<file path="config.mk">
export PLATFORM = sky130hd
export DESIGN_NAME = pc_unit
export DESIGN_NICKNAME = d
export VERILOG_FILES = /design/src/rtl/pc_unit_pkg.sv /design/src/rtl/pc_unit_npc_target_gen.sv /design/src/rtl/pc_unit.sv
export SDC_FILE = /design/constraint.sdc
export NUM_CORES = 1
export LEC_CHECK = 0
export ABC_CLOCK_PERIOD_IN_PS = 5600
export CORE_ASPECT_RATIO = 1.5
export CORE_MARGIN = 1.5
export CORE_UTILIZATION = 49
export CTS_CLUSTER_DIAMETER = 80
export DETAILED_ROUTE_END_ITERATION = 8
export GPL_TIMING_DRIVEN = 0
export PLACE_DENSITY = 0.88
export SYNTH_ARGS = -nofsm -noshare
export SYNTH_HDL_FRONTEND = slang
export SYNTH_SLANG_ARGS = --single-unit
</file>
<file path="constraint.sdc">
create_clock -name clk -period 5.6 [get_ports clk]
set_input_delay 1.68 -clock clk [delete_from_list [all_inputs] [get_ports clk]]
set_output_delay 1.68 -clock clk [all_outputs]
set_load 0.03 [all_outputs]
</file>
<file path="src/rtl/pc_unit_pkg.sv">
// pc_unit_pkg
// Shared definitions for the fetch-PC unit and the decode controller that
// drives it: next-PC select encodings, reset/exception address defaults and
// the exception-level state type.
package pc_unit_pkg;

    // npc_sel encodings; unlisted codes decode as sequential
    localparam logic [2:0] NPC_SEQ  = 3'b000;
    localparam logic [2:0] NPC_BR   = 3'b001;
    localparam logic [2:0] NPC_JR   = 3'b010;
    localparam logic [2:0] NPC_J    = 3'b011;
    localparam logic [2:0] NPC_ERET = 3'b100;

    localparam logic [31:0] RESET_PC_DEFAULT   = 32'h0000_3000;
    localparam logic [31:0] EXC_VECTOR_DEFAULT = 32'h0000_4180;

    typedef enum logic {
        EL_NORMAL = 1'b0,
        EL_EXL    = 1'b1
    } el_state_t;

endpackage

</file>
<file path="src/rtl/pc_unit_npc_target_gen.sv">
// npc_target_gen
// Purely combinational branch and jump target computation for the
// instruction currently in D. All arithmetic wraps modulo 2^ADDR_W.
//
// Ports:
//   pc_d     in   ADDR_W  PC of the instruction in D
//   imm16    in   16      branch word offset
//   index26  in   26      j/jal index field
//   br       out  ADDR_W  pc_d + 4 + sign_ext(imm16) * 4
//   j        out  ADDR_W  {(pc_d+4)[ADDR_W-1:28], index26, 2'b00}
module npc_target_gen #(
    parameter int ADDR_W = 32
) (
    input  logic [ADDR_W-1:0] pc_d,
    input  logic [15:0]       imm16,
    input  logic [25:0]       index26,
    output logic [ADDR_W-1:0] br,
    output logic [ADDR_W-1:0] j
);

    logic [ADDR_W-1:0] pc_d4;
    logic [ADDR_W-1:0] br_off;

    assign pc_d4  = pc_d + ADDR_W'(4);
    // word offset: sign-extend then scale by 4 in one concatenation
    assign br_off = {{(ADDR_W-18){imm16[15]}}, imm16, 2'b00};
    assign br     = pc_d4 + br_off;
    // ADDR_W >= 29 guarantees at least one region bit above the index
    assign j      = {pc_d4[ADDR_W-1:28], index26, 2'b00};

endmodule

</file>
<file path="src/rtl/pc_unit.sv">
// pc_unit
// Fetch PC register, EPC register and exception-level FSM. Chooses the next
// fetch PC from sequential, branch, jr, j, exception vector and eret sources.
//
// State | meaning
// ------+---------------------------------------------------------------
// NORMAL| exl=0; exc_req is taken (vector fetch, EPC captured)
// EXL   | exl=1; exc_req is masked; eret returns to EPC and NORMAL
//
// Ports:
//   clk, reset        rising-edge clock, async active-high reset
//   stall             hold the PC (ignored by a taken exception)
//   npc_sel[2:0]      next-PC source select (see pc_unit_pkg)
//   cmp_true          branch condition from the D-stage comparator
//   pc_d, imm16,
//   index26           D-stage operands for branch / j targets
//   jr_target         forwarded rs value for jr
//   exc_req, exc_pc,
//   exc_bd            exception request, faulting PC, delay-slot flag
//   pc, epc, exl      registered fetch PC, return address, exception level
//   pc4               pc + 4
//   adel_f            fetch address misaligned
//   flush             exception or eret taken this cycle (combinational)
module pc_unit
    import pc_unit_pkg::*;
#(
    parameter int          ADDR_W     = 32,
    parameter logic [31:0] RESET_PC   = RESET_PC_DEFAULT,
    parameter logic [31:0] EXC_VECTOR = EXC_VECTOR_DEFAULT
) (
    input  logic              clk,
    input  logic              reset,
    input  logic              stall,
    input  logic [2:0]        npc_sel,
    input  logic              cmp_true,
    input  logic [ADDR_W-1:0] pc_d,
    input  logic [15:0]       imm16,
    input  logic [25:0]       index26,
    input  logic [ADDR_W-1:0] jr_target,
    input  logic              exc_req,
    input  logic [ADDR_W-1:0] exc_pc,
    input  logic              exc_bd,
    output logic [ADDR_W-1:0] pc,
    output logic [ADDR_W-1:0] pc4,
    output logic [ADDR_W-1:0] epc,
    output logic              exl,
    output logic              adel_f,
    output logic              flush
);

    localparam logic [ADDR_W-1:0] RST_PC  = RESET_PC[ADDR_W-1:0];
    localparam logic [ADDR_W-1:0] EXC_VEC = EXC_VECTOR[ADDR_W-1:0];

    el_state_t         state_q;
    el_state_t         state_nxt;
    logic [ADDR_W-1:0] pc_nxt;
    logic [ADDR_W-1:0] epc_nxt;
    logic [ADDR_W-1:0] br_tgt;
    logic [ADDR_W-1:0] j_tgt;
    logic              take_exc;
    logic              take_eret;

    npc_target_gen #(
        .ADDR_W (ADDR_W)
    ) u_tgt (
        .pc_d    (pc_d),
        .imm16   (imm16),
        .index26 (index26),
        .br      (br_tgt),
        .j       (j_tgt)
    );

    assign exl       = (state_q == EL_EXL);
    assign take_exc  = exc_req & ~exl;
    assign take_eret = (npc_sel == NPC_ERET) & ~stall & exl;
    // exc_req seen while reset is held must not look like a taken redirect
    assign flush     = (take_exc | take_eret) & ~reset;
    assign pc4       = pc + ADDR_W'(4);
    assign adel_f    = |pc[1:0];

    always_comb begin
        state_nxt = state_q;
        pc_nxt    = pc;
        epc_nxt   = epc;

        case (state_q)
            EL_NORMAL: if (exc_req)   state_nxt = EL_EXL;
            EL_EXL:    if (take_eret) state_nxt = EL_NORMAL;
            default:                  state_nxt = EL_NORMAL;
        endcase

        if (take_exc) begin
            pc_nxt  = EXC_VEC;
            // return to the branch when the fault sat in its delay slot
            epc_nxt = exc_bd ? (exc_pc - ADDR_W'(4)) : exc_pc;
        end else if (take_eret) begin
            pc_nxt = epc;
        end else if (!stall) begin
            case (npc_sel)
                NPC_BR:  pc_nxt = cmp_true ? br_tgt : pc4;
                NPC_JR:  pc_nxt = jr_target;
                NPC_J:   pc_nxt = j_tgt;
                default: pc_nxt = pc4;   // seq, eret outside EXL, unused codes
            endcase
        end
    end

    always_ff @(posedge clk or posedge reset) begin
        if (reset) begin
            pc      <= RST_PC;
            epc     <= '0;
            state_q <= EL_NORMAL;
        end else begin
            pc      <= pc_nxt;
            epc     <= epc_nxt;
            state_q <= state_nxt;
        end
    end

endmodule

</file>
After elaboration in Yosys (flattened, before gate mapping):

Index checks and enable logic that the tools add are counted.

* register bits: 65
* latch bits: 0
* memory bits (writable): 0
* memory bits (read-only): 0
* input bits: 147
* output and inout port bits: 99
* word-level logic and storage cells: 30
* memories: 0

* add/sub/neg operators: 4
* multipliers: 0
* div/mod/pow operators: 0
* order comparisons: 0
* equality and inequality tests: 5
* shift-type cells: 0
* multiplexer cells: 9
* bitwise gates (word level): 8
* reductions and logical operators: 1

Operators by type and width (number)
* two-way mux 32 bit: 5
* one-hot mux 32 bit (3 select lines): 1
* adder 32 x 3 -> 32 bit, second input constant: 2
* adder 32 bit: 1
* subtractor 32 x 3 -> 32 bit, second input constant: 1
* equality test 3 x 2 -> 1 bit, second input constant: 2
* bitwise AND 1 bit: 4
* equality test 3 x 1 -> 1 bit, second input constant: 1
* equality test 3 bit, second input constant: 1
* inequality test 3 x 1 -> 1 bit, second input constant: 1
* NOT 1 bit: 3
* two-way mux 1 bit: 2
* one-hot mux 1 bit (2 select lines): 1
* OR reduction 2 bit: 1
* OR 1 bit: 1

Depth between registers and ports, before layout:

Gate-level depths: netlist of run 1.

* depth after elaboration: 7
* gate-level depth with buffers: 17
* depth with buffers taken out: 15

Cells and area by module:

From an unflattened synthesis of run 1, not the netlist that was laid out.

* cell total of the unflattened synthesis: 969
* area total of the unflattened synthesis: 7698.6 µm²

Modules (own cells, without submodules)
* pc_unit: instances 1, cells an instance 634, area each 5253.8 µm², sequential area each 1629.1 µm²
* npc_target_gen: instances 1, cells an instance 335, area each 2444.8 µm², sequential area each 0.0 µm²

Worst setup path after synthesis of run 1:

Ideal clock, no wire load.

* path kind: input to output
* start point: input port npc_sel[1]
* end point: output port flush
* arrival: 3030 ps
* data required time: 3920 ps
* slack: 890 ps
* stages on the path: 4
* buffers on the path: 2
* path through: or4_1 clkbuf_1 clkbuf_1 a21oi_1

* longest elaborated chain between the ends: 5

Ends and longest elaborated chain
* start: declaration: RTL line pc_unit.sv:34 `input logic [2:0] npc_sel,`
* equality test 3 bit: RTL line pc_unit.sv:75 `assign take_eret = (npc_sel == NPC_ERET) & ~stall & exl;`
* bitwise AND 1 bit (2 in a row): RTL line pc_unit.sv:75
* OR 1 bit: RTL line pc_unit.sv:77 `assign flush = (take_exc | take_eret) & ~reset;`
* bitwise AND 1 bit: RTL line pc_unit.sv:77
* end: declaration: RTL line pc_unit.sv:48 `output logic flush`

Every way passes these cells.

Worst setup path after layout of run 1:

* start point: input port pc_d[12]
* end point: register pc[30]

* longest elaborated chain between the ends: 7

Ends and longest elaborated chain
* start: declaration: RTL line pc_unit.sv:36 `input logic [ADDR_W-1:0] pc_d,`
* adder 32 x 3 -> 32 bit (*): RTL line pc_unit_npc_target_gen.sv:24 `assign pc_d4 = pc_d + ADDR_W'(4);`
* adder 32 bit: RTL line pc_unit_npc_target_gen.sv:27 `assign br = pc_d4 + br_off;`
* two-way mux 32 bit: RTL line pc_unit.sv:100 `NPC_BR: pc_nxt = cmp_true ? br_tgt : pc4;`
* one-hot mux 32 bit (3 select lines) (*): RTL line pc_unit.sv:99 `case (npc_sel)`
* two-way mux 32 bit (*): RTL line pc_unit.sv:98 `end else if (!stall) begin`
* two-way mux 32 bit (*): RTL line pc_unit.sv:96 `end else if (take_eret) begin`
* two-way mux 32 bit (*): RTL line pc_unit.sv:92 `if (take_exc) begin`
* end signal: assignment: RTL line pc_unit.sv:114 `pc <= pc_nxt;`
* end: declaration: RTL line pc_unit.sv:43 `output logic [ADDR_W-1:0] pc,`

Mark *: on every way between the ends. The rest lies on a longest branch, timed or not. The select of a mux whose other input is x is not followed.
A chain may end at the register's enable or synchronous reset.

==> results of run 1 <==
## power breakdown
group          leakage [uW]  internal (uW)  total [uW]  switching [uW]
clock network      0.000141            357         587             230
registers          0.000796            583         742             159
logic               0.00282            581        1360             783
## layout make-up
class | count | area [um2] | area share, %
timing repair buffer | 246 | 2470 | 25.9
clock inverter | 6 | 66.3 | 0.695
inverter | 17 | 63.8 | 0.669
multi-input combinational | 712 | 4710 | 49.4
clock buffer | 10 | 239 | 2.51
tap | 159 | 199 | 2.09
buffer | 42 | 166 | 1.74
sequential | 65 | 1630 | 17.1
## sequential cells by signal, summed over array words and instances (netlist names)
name,cells
exl,1
epc,32
pc,32
## worst max path at each step
stage | start | to | slack, ns | depth (start not counted)
2_1_floorplan | npc_sel[1] | flush | 0.89 | 4
3_3_place_gp | pc_d[5] | pc[30] | -0.43 | 15
3_5_place_dp | pc_d[12] | pc[30] | -0.39 | 14
4_1_cts | npc_sel[2] | flush | 0.13 | 7
5_1_grt | pc_d[12] | pc[30] | -0.03 | 14
6_report | pc_d[12] | pc[30] | 0.22 | 14
## cell families after synthesis
family	synth area share (%)
mux	0.630
compound gates	24.4
xor+xnor	14.0
fa+ha+maj	7.37
simple gates	25.2
buf+inv	3.51
flops	24.9
## placed cells by master, fill, tap and decap left out, types with 7 or more instances in the layout
| master | Yosys | layout |
|---|---|---|
| clkdlybuf4s50_1 | 0 | 244 |
| nand2_1 | 106 | 106 |
| nor2_1 | 64 | 64 |
| dfrtp_1 | 63 | 63 |
| xnor2_1 | 61 | 61 |
| a21oi_1 | 46 | 46 |
| xor2_1 | 44 | 44 |
| o21ai_0 | 42 | 42 |
| clkbuf_1 | 38 | 38 |
| ha_1 | 37 | 37 |
| o21ai_1 | 33 | 33 |
| nand3_1 | 30 | 30 |
| a221oi_1 | 28 | 28 |
| nor3_1 | 21 | 21 |
| nand4_1 | 19 | 19 |
| inv_1 | 17 | 16 |
| a221o_1 | 14 | 14 |
| and3_1 | 13 | 13 |
| a21o_1 | 12 | 12 |
| clkbuf_16 | 0 | 9 |
| a211oi_1 | 8 | 8 |
| and4_1 | 8 | 8 |
| o31ai_1 | 8 | 8 |
| a31oi_1 | 8 | 8 |
| nor4_1 | 8 | 7 |
| o211ai_1 | 7 | 7 |
## worst max-delay path, cell delays in order
cell and delay (ns):
clkdlybuf4s50_1 0.58, and4_1 0.29, nand4_1 0.24, nor4_4 0.45, and3_1 0.25, xor2_1 0.08, ha_1 0.29, clkbuf_1 0.34
nand4_1 0.16, or3_1 0.37, o21ai_1 0.21, a221oi_1 0.14, or4b_1 0.48, nand3_1 0.09
## metal layers
| layer | global-route usage, % | vias up | wire [um] |
|---|---|---|---|
| li1 | - | 3634 | - |
| met1 | 42.0 | 3716 | 9510 |
| met2 | 65.3 | 531 | 13300 |
| met3 | 5.80 | 154 | 2400 |
| met4 | 28.3 | 0 | 2230 |
| met5 | 0 | - | 0 |
## timing repair
action | 4_1_cts | 5_1_grt
endpoints found under the setup margin | 2 | 2
cloned | 0 | 0
gates resized for setup | 2 | 3
## stage by stage
step           TNS, ns  utilization [%]  total power, uW  instance area (um2)
3_3_place_gp    -0.921             70.7             2070                 9200
2_1_floorplan        0                -             1440                 6550
3_5_place_dp    -0.924             70.8             2080                 9220
6_report             0             73.3             2690                 9540
4_1_cts              0             73.2             2670                 9530
5_1_grt        -0.0252             73.3             2790                 9540
==> results.md, run 1 <==
- Number of input and output port buffers inserted: 245
- Clock net sink count: 65
- Number of buffers created by CTS: 9
- Total congestion overflow: 0
- Chip width: 97.4 um
- Starting utilization of the core area: 50.3%
- Area Overhead vs Synth: 45.6%
- Max frequency: 0.186 GHz
- Type of element launching the critical path: input port
- Startpoint-to-endpoint class of the critical path: input port to register
- Run status: finished clean
- Cells on Worst Hold Path: 2
- Core footprint: 0.0130 mm2
- Fin. Hold Viols: 0
- Hold Path End: epc[27]
- Post-detailed-placement half-perimeter wirelength: 21800 um
- Shortest clock period the worst path allows after layout: 5.38 ns
- Full die area: 0.0141 mm2
- Routed WL: 27400 um
- Flip-flop and latch count after synthesis: 65
- Share of synthesized flip-flops with an asynchronous set or reset: 100%
- Most frequent cell after synthesis: nand2_1
- Post-CTS setup-driven buffer insertion count: 0
- Post-DR vias/cell: 6.39
- Clock tree from TritonCTS: done
- Max Buffers Root-to-Sink: 2
- Number of buffers inserted for hold repair after clock tree synthesis: 0
- Via count of the first global-routing pass: 7745
- Post-synth top area share: 24.1%
- Number of unique standard cell types used by synthesis: 67
- Synthesized area per cell: 7.84 um2
- Aggregate global-route resource usage: 37.8%
- Count of unresolved DRC violations after routing: 0
- Most instantiated cells after synthesis: nand2_1 (106), nor2_1 (64), dfrtp_1 (63), xnor2_1 (61), a21oi_1 (46)
- Leading cell types by total area after synthesis: dfrtp_1 (24%), xnor2_1 (8.2%), ha_1 (7.1%)
- Destination of the worst register-to-register timing path: pc[12]
- Post-route setup slack: 0.218 ns
- Worst Reg-to-Reg Cells: 6
- EDFF count, synth: 0
- First-pass GRT wire length: 41300 um
- Clock skew after layout: 0.00650 ns
- Floorplan row count: 51
- Reported max-cap violation count: 0
- Critical path data required time: 5.87 ns
- Top_reg_cell synth: dfrtp_1
- Final antenna-violating net count: 0
- Top-level I/O count: 246
- Final layout net count: 1278
- Antenna violations before repair: 0
- Cell type with the largest total area after synthesis: dfrtp_1
- Min-Delay Startpoint: epc[27]
- H-tree levels: 3
- Kind of end point of the critical path: register
- Clock-pin slew on the worst setup and hold paths: 0.06 ns
- Detailed Route Iter0 Violations: 703
- Total power divided by cell area: 282 mW/mm2
- Worst Tran Pin Value: 1.42 ns
- Fill cell count: 1042
- TritonRoute pass-1 iters: 5
- Part of the cycle the worst path needs: 96.1%
- Critical path fanouts, max: 10
- R2r startpoint: exl
- Worst max-slew margin expressed relative to the limit: 4.79%
- Sequential cell area fraction in the yosys report: 24.9%
- Inserted Diodes: 0
- Net Count, Synth: 1021
- Maximum number of pins on one net before global-route repair: 35
- Final-report setup violation count: 0
- Total leakage power: 0.00376 uW
- Number of cells in the design after placement: 1241
- Die height: 145 um
- Max-slew violations: 0
- Final RePlAce weighted congestion: 0.968
- Overall via count from detail_route: 8035
- Layout cells sized above 1: 3.73%
- Max IR drop VDD: 0.000255 V
- Post-detailed-route wirelength per cell: 21.8 um
- Number of cells produced by synthesis: 836
- Buffer type at the clock tree root: clkbuf_16
- Fin Hold WS: 0.516 ns
- Total of warnings raised by yosys: 0
- Final non-filler cell total: 1257
- Pre-CTS setup slack: -0.391 ns
- Data arrival time of the worst path: 5.66 ns
- Class of the most critical hold timing path: register to register
- Clk_lat worst skew: 0.34 ns
- Reg2reg setup slack: 2.44 ns
- Netlist area before placement: 0.00655 mm2
(Power assumes the default switching activity.)
==> run 2: changes to the inputs <==
--- a/config.mk
+++ b/config.mk
@@ -8,11 +8,12 @@
 export ABC_CLOCK_PERIOD_IN_PS = 5600
 export CORE_ASPECT_RATIO = 1.5
 export CORE_MARGIN = 1.5
-export CORE_UTILIZATION = 49
+export CORE_UTILIZATION = 51
 export CTS_CLUSTER_DIAMETER = 80
 export DETAILED_ROUTE_END_ITERATION = 8
+export DONT_BUFFER_PORTS = 1
 export GPL_TIMING_DRIVEN = 0
-export PLACE_DENSITY = 0.88
+export PLACE_DENSITY = 0.66
 export SYNTH_ARGS = -nofsm -noshare
 export SYNTH_HDL_FRONTEND = slang
 export SYNTH_SLANG_ARGS = --single-unit
==> results.md, run 2 (synthesis gave the netlist of run 1 again) <==
- Max frequency: 0.197 GHz
- Post-detailed-route wirelength per cell: 24.3 um
- Final sum of negative setup slack: 0 ns
- Max-slew violations: 0
- Final layout net count: 1032
- Post-DR vias/cell: 6.79
- Count of unresolved DRC violations after routing: 0
- Run status: finished clean
- Number of input and output port buffers inserted: 0
- Layout cells sized above 1: 4.46%
- Startpoint-to-endpoint class of the critical path: register to primary output
- Commonest cells after routing, fill and taps aside: nand2_1 (106), nor2_1 (64), dfrtp_1 (63)
- Clock tree from TritonCTS: done
- Fin Hold WS: 0.685 ns
- R2r startpoint: pc[15]
- Highest cell delay on the worst timing path: 0.82 ns
- Via count of the first global-routing pass: 6818
- Clock-pin slew on the worst setup and hold paths: 0.05 ns
- Critical path data required time: 3.92 ns
- Post-route setup slack: 0.512 ns
- Aggregate global-route resource usage: 35.8%
- First-pass GRT wire length: 36200 um
- Reported max-cap violation count: 0
- Critical path fanouts, max: 7
- Max IR drop VDD: 0.000257 V
- Core footprint: 0.0125 mm2
- Shortest clock period the worst path allows after layout: 5.09 ns
- Total leakage power: 0.00279 uW
- Post-CTS sizing: 0
- Area Overhead vs Synth: 7.64%
- Floorplan row count: 50
- Full die area: 0.0135 mm2
- TritonRoute pass-1 iters: 6
- Final-report setup violation count: 0
- Starting utilization of the core area: 52.4%
- Type of element launching the critical path: register
- Chip width: 95.5 um
- Data arrival time of the worst path: 3.41 ns
- Antenna violations before repair: 0
- Class of the most critical hold timing path: register to register
- Pre-CTS setup slack: 0.284 ns
- Post-CTS setup-driven buffer insertion count: 0
- Final RePlAce weighted congestion: 0.961
- Total congestion overflow: 0
- Crit-path cells: and4_1, nand4_1, nor4_1, nand2_1, xnor2_1
- Crit path from: pc[5]
- Routed WL: 24500 um
- Total power divided by cell area: 314 mW/mm2
- Buffer type at the clock tree root: clkbuf_16
- Worst-path cell with the longest stage delay: nor4_1
- Clock net sink count: 65
- Maximum number of pins on one net before global-route repair: 66
- Inserted Diodes: 0
- Largest delay contributor family on the critical path: simple AND/OR/NAND/NOR gates
- Top-level I/O count: 246
- CP bufs+invs: 0
- H-tree levels: 3
- Number of buffers created by CTS: 9
- Fin. Hold Viols: 0
- Kind of end point of the critical path: primary output
- Clk_lat worst skew: 0.34 ns
- Worst Tran Pin Value: 1.26 ns
- Post-detailed-placement half-perimeter wirelength: 20100 um
- Worst max-slew margin expressed relative to the limit: 15.0%
- Max Buffers Root-to-Sink: 2
- Detailed Route Iter0 Violations: 624
- Number of buffers inserted for hold repair after clock tree synthesis: 0
- Part of the cycle the worst path needs: 90.9%
- Clock skew after layout: 0.00637 ns
- Most common cell after layout, fill and taps aside: nand2_1
- Setup repair after global routing missed its margin: no
- Die height: 142 um
- Overall via count from detail_route: 6848
- Final antenna-violating net count: 0
- Min-Delay Startpoint: pc[13]
[run 2: worst reg2reg max path, stage by stage (launching register included)]
cell	delay, ns
dfrtp_1	0.69
and4_1	0.40
nand3_1	0.24
nor4_1	0.76
nand3_1	0.21
xnor2_1	0.74
nor2b_1	0.22
a211oi_1	0.06
o22ai_1	0.18
[run 2: final timing paths]
check                      endpoint  slack, ns  depth (start not counted)
setup / recovery            pc4[30]       0.51                          5
hold / removal               pc[13]       0.69                          2
setup reg to reg             pc[31]       2.01                          8
hold reg to reg              pc[13]       0.69                          2
max in group asynchronous    pc[20]       3.69                          1
min in group asynchronous    epc[0]       1.36                          1
[run 2: per-layer routing]
metal | wire length (um) | track usage, % | vias up
li1 | - | - | 3136
met1 | 8620 | 38.7 | 3265
met2 | 12700 | 64.3 | 383
met3 | 2130 | 7.72 | 64
met4 | 1080 | 17.1 | 0
met5 | 0 | 0 | -
[run 2: metrics by stage]
step / instance area [um2] / power [uW] / util (%) / std cells
after floorplan: 6550 / 1440 / - / 836
after global placement: 6750 / 1620 / 53.9 / 992
after detailed placement: 6750 / 1640 / 53.9 / 992
after CTS: 7050 / 2200 / 56.4 / 1008
after global routing: 7050 / 2310 / 56.4 / 1008
final: 7050 / 2210 / 56.4 / 1008
[run 2: area by class of cell]
cell class                 instances  area, um2
multi-input combinational        712       4690
tap                              156        195
fill                            1213       5460
clock inverter                     7       77.6
buffer                            42        166
inverter                          17       66.3
sequential                        65       1630
clock buffer                       9        225
[run 2: where the power goes]
group | switching (uW) | internal, uW
sequential | 399 | 578
combinational | 439 | 227
clock | 222 | 348
total | 1060 | 1150
==> run 3: changes to the inputs <==
--- a/config.mk
+++ b/config.mk
@@ -8,12 +8,11 @@
 export ABC_CLOCK_PERIOD_IN_PS = 5600
 export CORE_ASPECT_RATIO = 1.5
 export CORE_MARGIN = 1.5
-export CORE_UTILIZATION = 51
+export CORE_UTILIZATION = 45
 export CTS_CLUSTER_DIAMETER = 80
 export DETAILED_ROUTE_END_ITERATION = 8
 export DONT_BUFFER_PORTS = 1
 export GPL_TIMING_DRIVEN = 0
-export PLACE_DENSITY = 0.66
 export SYNTH_ARGS = -nofsm -noshare
 export SYNTH_HDL_FRONTEND = slang
 export SYNTH_SLANG_ARGS = --single-unit
==> results.md, run 3 (synthesis gave the netlist of run 1 again) <==
- Floorplan row count: 53
- Total congestion overflow: 0
- Most Crowded Layer GR: met2
- Clock skew after layout: 0.00396 ns
- Post-CTS sizing: 0
- Max IR drop VDD: 0.000258 V
- Area Overhead vs Synth: 8.21%
- Critical path data required time: 3.92 ns
- Critical path fanouts, max: 8
- Worst Tran Pin Value: 1.03 ns
- Reported max-cap violation count: 0
- Most common cell after layout, fill and taps aside: nand2_1
- Data arrival time of the worst path: 3.41 ns
- Worst setup path endpoint: pc4[27]
- Total power divided by cell area: 313 mW/mm2
- Maximum number of pins on one net before global-route repair: 66
- Clock-pin slew on the worst setup and hold paths: 0.06 ns
- Post-detailed-placement half-perimeter wirelength: 20700 um
- Number of buffers inserted for hold repair after clock tree synthesis: 0
- Placement-stage cell area: 0.00679 mm2
- Number of buffers created by CTS: 9
- Final RePlAce weighted congestion: 0.964
- H-tree levels: 3
- Shortest clock period the worst path allows after layout: 5.09 ns
- Reg2reg setup slack: 2.03 ns
- Max Buffers Root-to-Sink: 2
- Highest cell delay on the worst timing path: 0.78 ns
- GRT met2 Usage: 58.6%
- Part of the cycle the worst path needs: 90.9%
- Worst max-slew margin expressed relative to the limit: 30.6%
- Inserted Diodes: 0
- Fin Hold WS: 0.697 ns
- Detailed Route Iter0 Violations: 420
- Die height: 151 um
- Destination of the worst register-to-register timing path: pc[31]
- Crit path from: pc[10]
- Number of cells in the design after placement: 1028
- Post-detailed-route wirelength per cell: 24.4 um
- Worst-path cell with the longest stage delay: xnor2_1
- Fin. Hold Viols: 0
- Class of the most critical hold timing path: register to register
- Final-report setup violation count: 0
- TritonRoute pass-1 iters: 6
- Aggregate global-route resource usage: 32.5%
- First-pass GRT wire length: 36900 um
- Kind of end point of the critical path: primary output
- Total leakage power: 0.00279 uW
- Via count of the first global-routing pass: 6649
- Crit-path cells: clkbuf_1, and4_1, nand2_1, nor4_1, nand4_1, xnor2_1
- Routed WL: 25500 um
- GR Util met1: 36.4%
- Final antenna-violating net count: 0
- Count of unresolved DRC violations after routing: 0
- Overall via count from detail_route: 6787
- Top-level I/O count: 246
- Number of input and output port buffers inserted: 0
- Type of element launching the critical path: register
- Starting utilization of the core area: 46.4%
- Clock tree from TritonCTS: done
- Buffer type at the clock tree root: clkbuf_16
- Max frequency: 0.196 GHz
- Post-DR vias/cell: 6.51
- R2r startpoint: pc[10]
- Antenna violations before repair: 0
- Clk_lat worst skew: 0.34 ns
- Final sum of negative setup slack: 0 ns
- Run status: finished clean
- Core footprint: 0.0141 mm2
- Max-slew violations: 0
- Startpoint-to-endpoint class of the critical path: register to primary output
- Commonest cells after routing, fill and taps aside: nand2_1 (106), nor2_1 (64), dfrtp_1 (63)
- Clock net sink count: 65
- Met3 GRT Util: 6.23%
- Post-CTS setup-driven buffer insertion count: 0
- Full die area: 0.0153 mm2
- Final layout net count: 1032
- Chip width: 102 um
- Final Power: 2220 uW
- Worst Reg-to-Reg Cells: 9
- Layout cells sized above 1: 4.35%
- Final non-filler cell total: 1043
- Setup repair after global routing missed its margin: no
- Total non-filler cell area in the finished layout: 0.00709 mm2
## run 3: worst min-delay path by stage
| stage | start | end | slack (ns) | cells after the start |
|---|---|---|---|---|
| after floorplan | pc[13] | pc[13] | 0.62 | 2 |
| after global placement | pc[13] | pc[13] | 0.67 | 2 |
| after detailed placement | pc[13] | pc[13] | 0.68 | 2 |
| after CTS | pc[13] | pc[13] | 0.69 | 2 |
| after global routing | epc[1] | epc[1] | 0.71 | 2 |
| final | epc[1] | epc[1] | 0.70 | 2 |
## run 3: cell type report
type                            count  area (um2)
Fill cell                        1425        7040
Multi-Input combinational cell    712        4690
Sequential cell                    65        1630
Tap cell                          192         240
Clock buffer                       10         239
Buffer                             42         166
Inverter                           17        66.3
Clock inverter                      5        56.3
## run 3: layer usage
layer	share of wire [%]	routed length, um
met2	51	13000
met3	7.5	1910
met5	0	0
met4	4.1	1040
met1	37	9520
## run 3: critical path: cells and delay by family (launching register included)
family                 cells  cell delay, ns
AND/OR/NAND/NOR            4            1.37
XOR/XNOR                   1            0.78
flip-flops                 1            0.58
buffers and inverters      1            0.33
## run 3: where the power goes
part,internal [uW],total [uW],switching (uW)
combinational,227,669,443
sequential,578,982,404
clock,353,566,213
total,1160,2220,1060
## run 3: per-stage QoR
step / setup slack, ns / util (%)
finish: 0.511 / 50.2
global route: 0.327 / 50.2
CTS: 0.559 / 50.2
detailed placement: 0.257 / 48.1
global placement: 0.276 / 48.1
floorplan: 0.890 / -
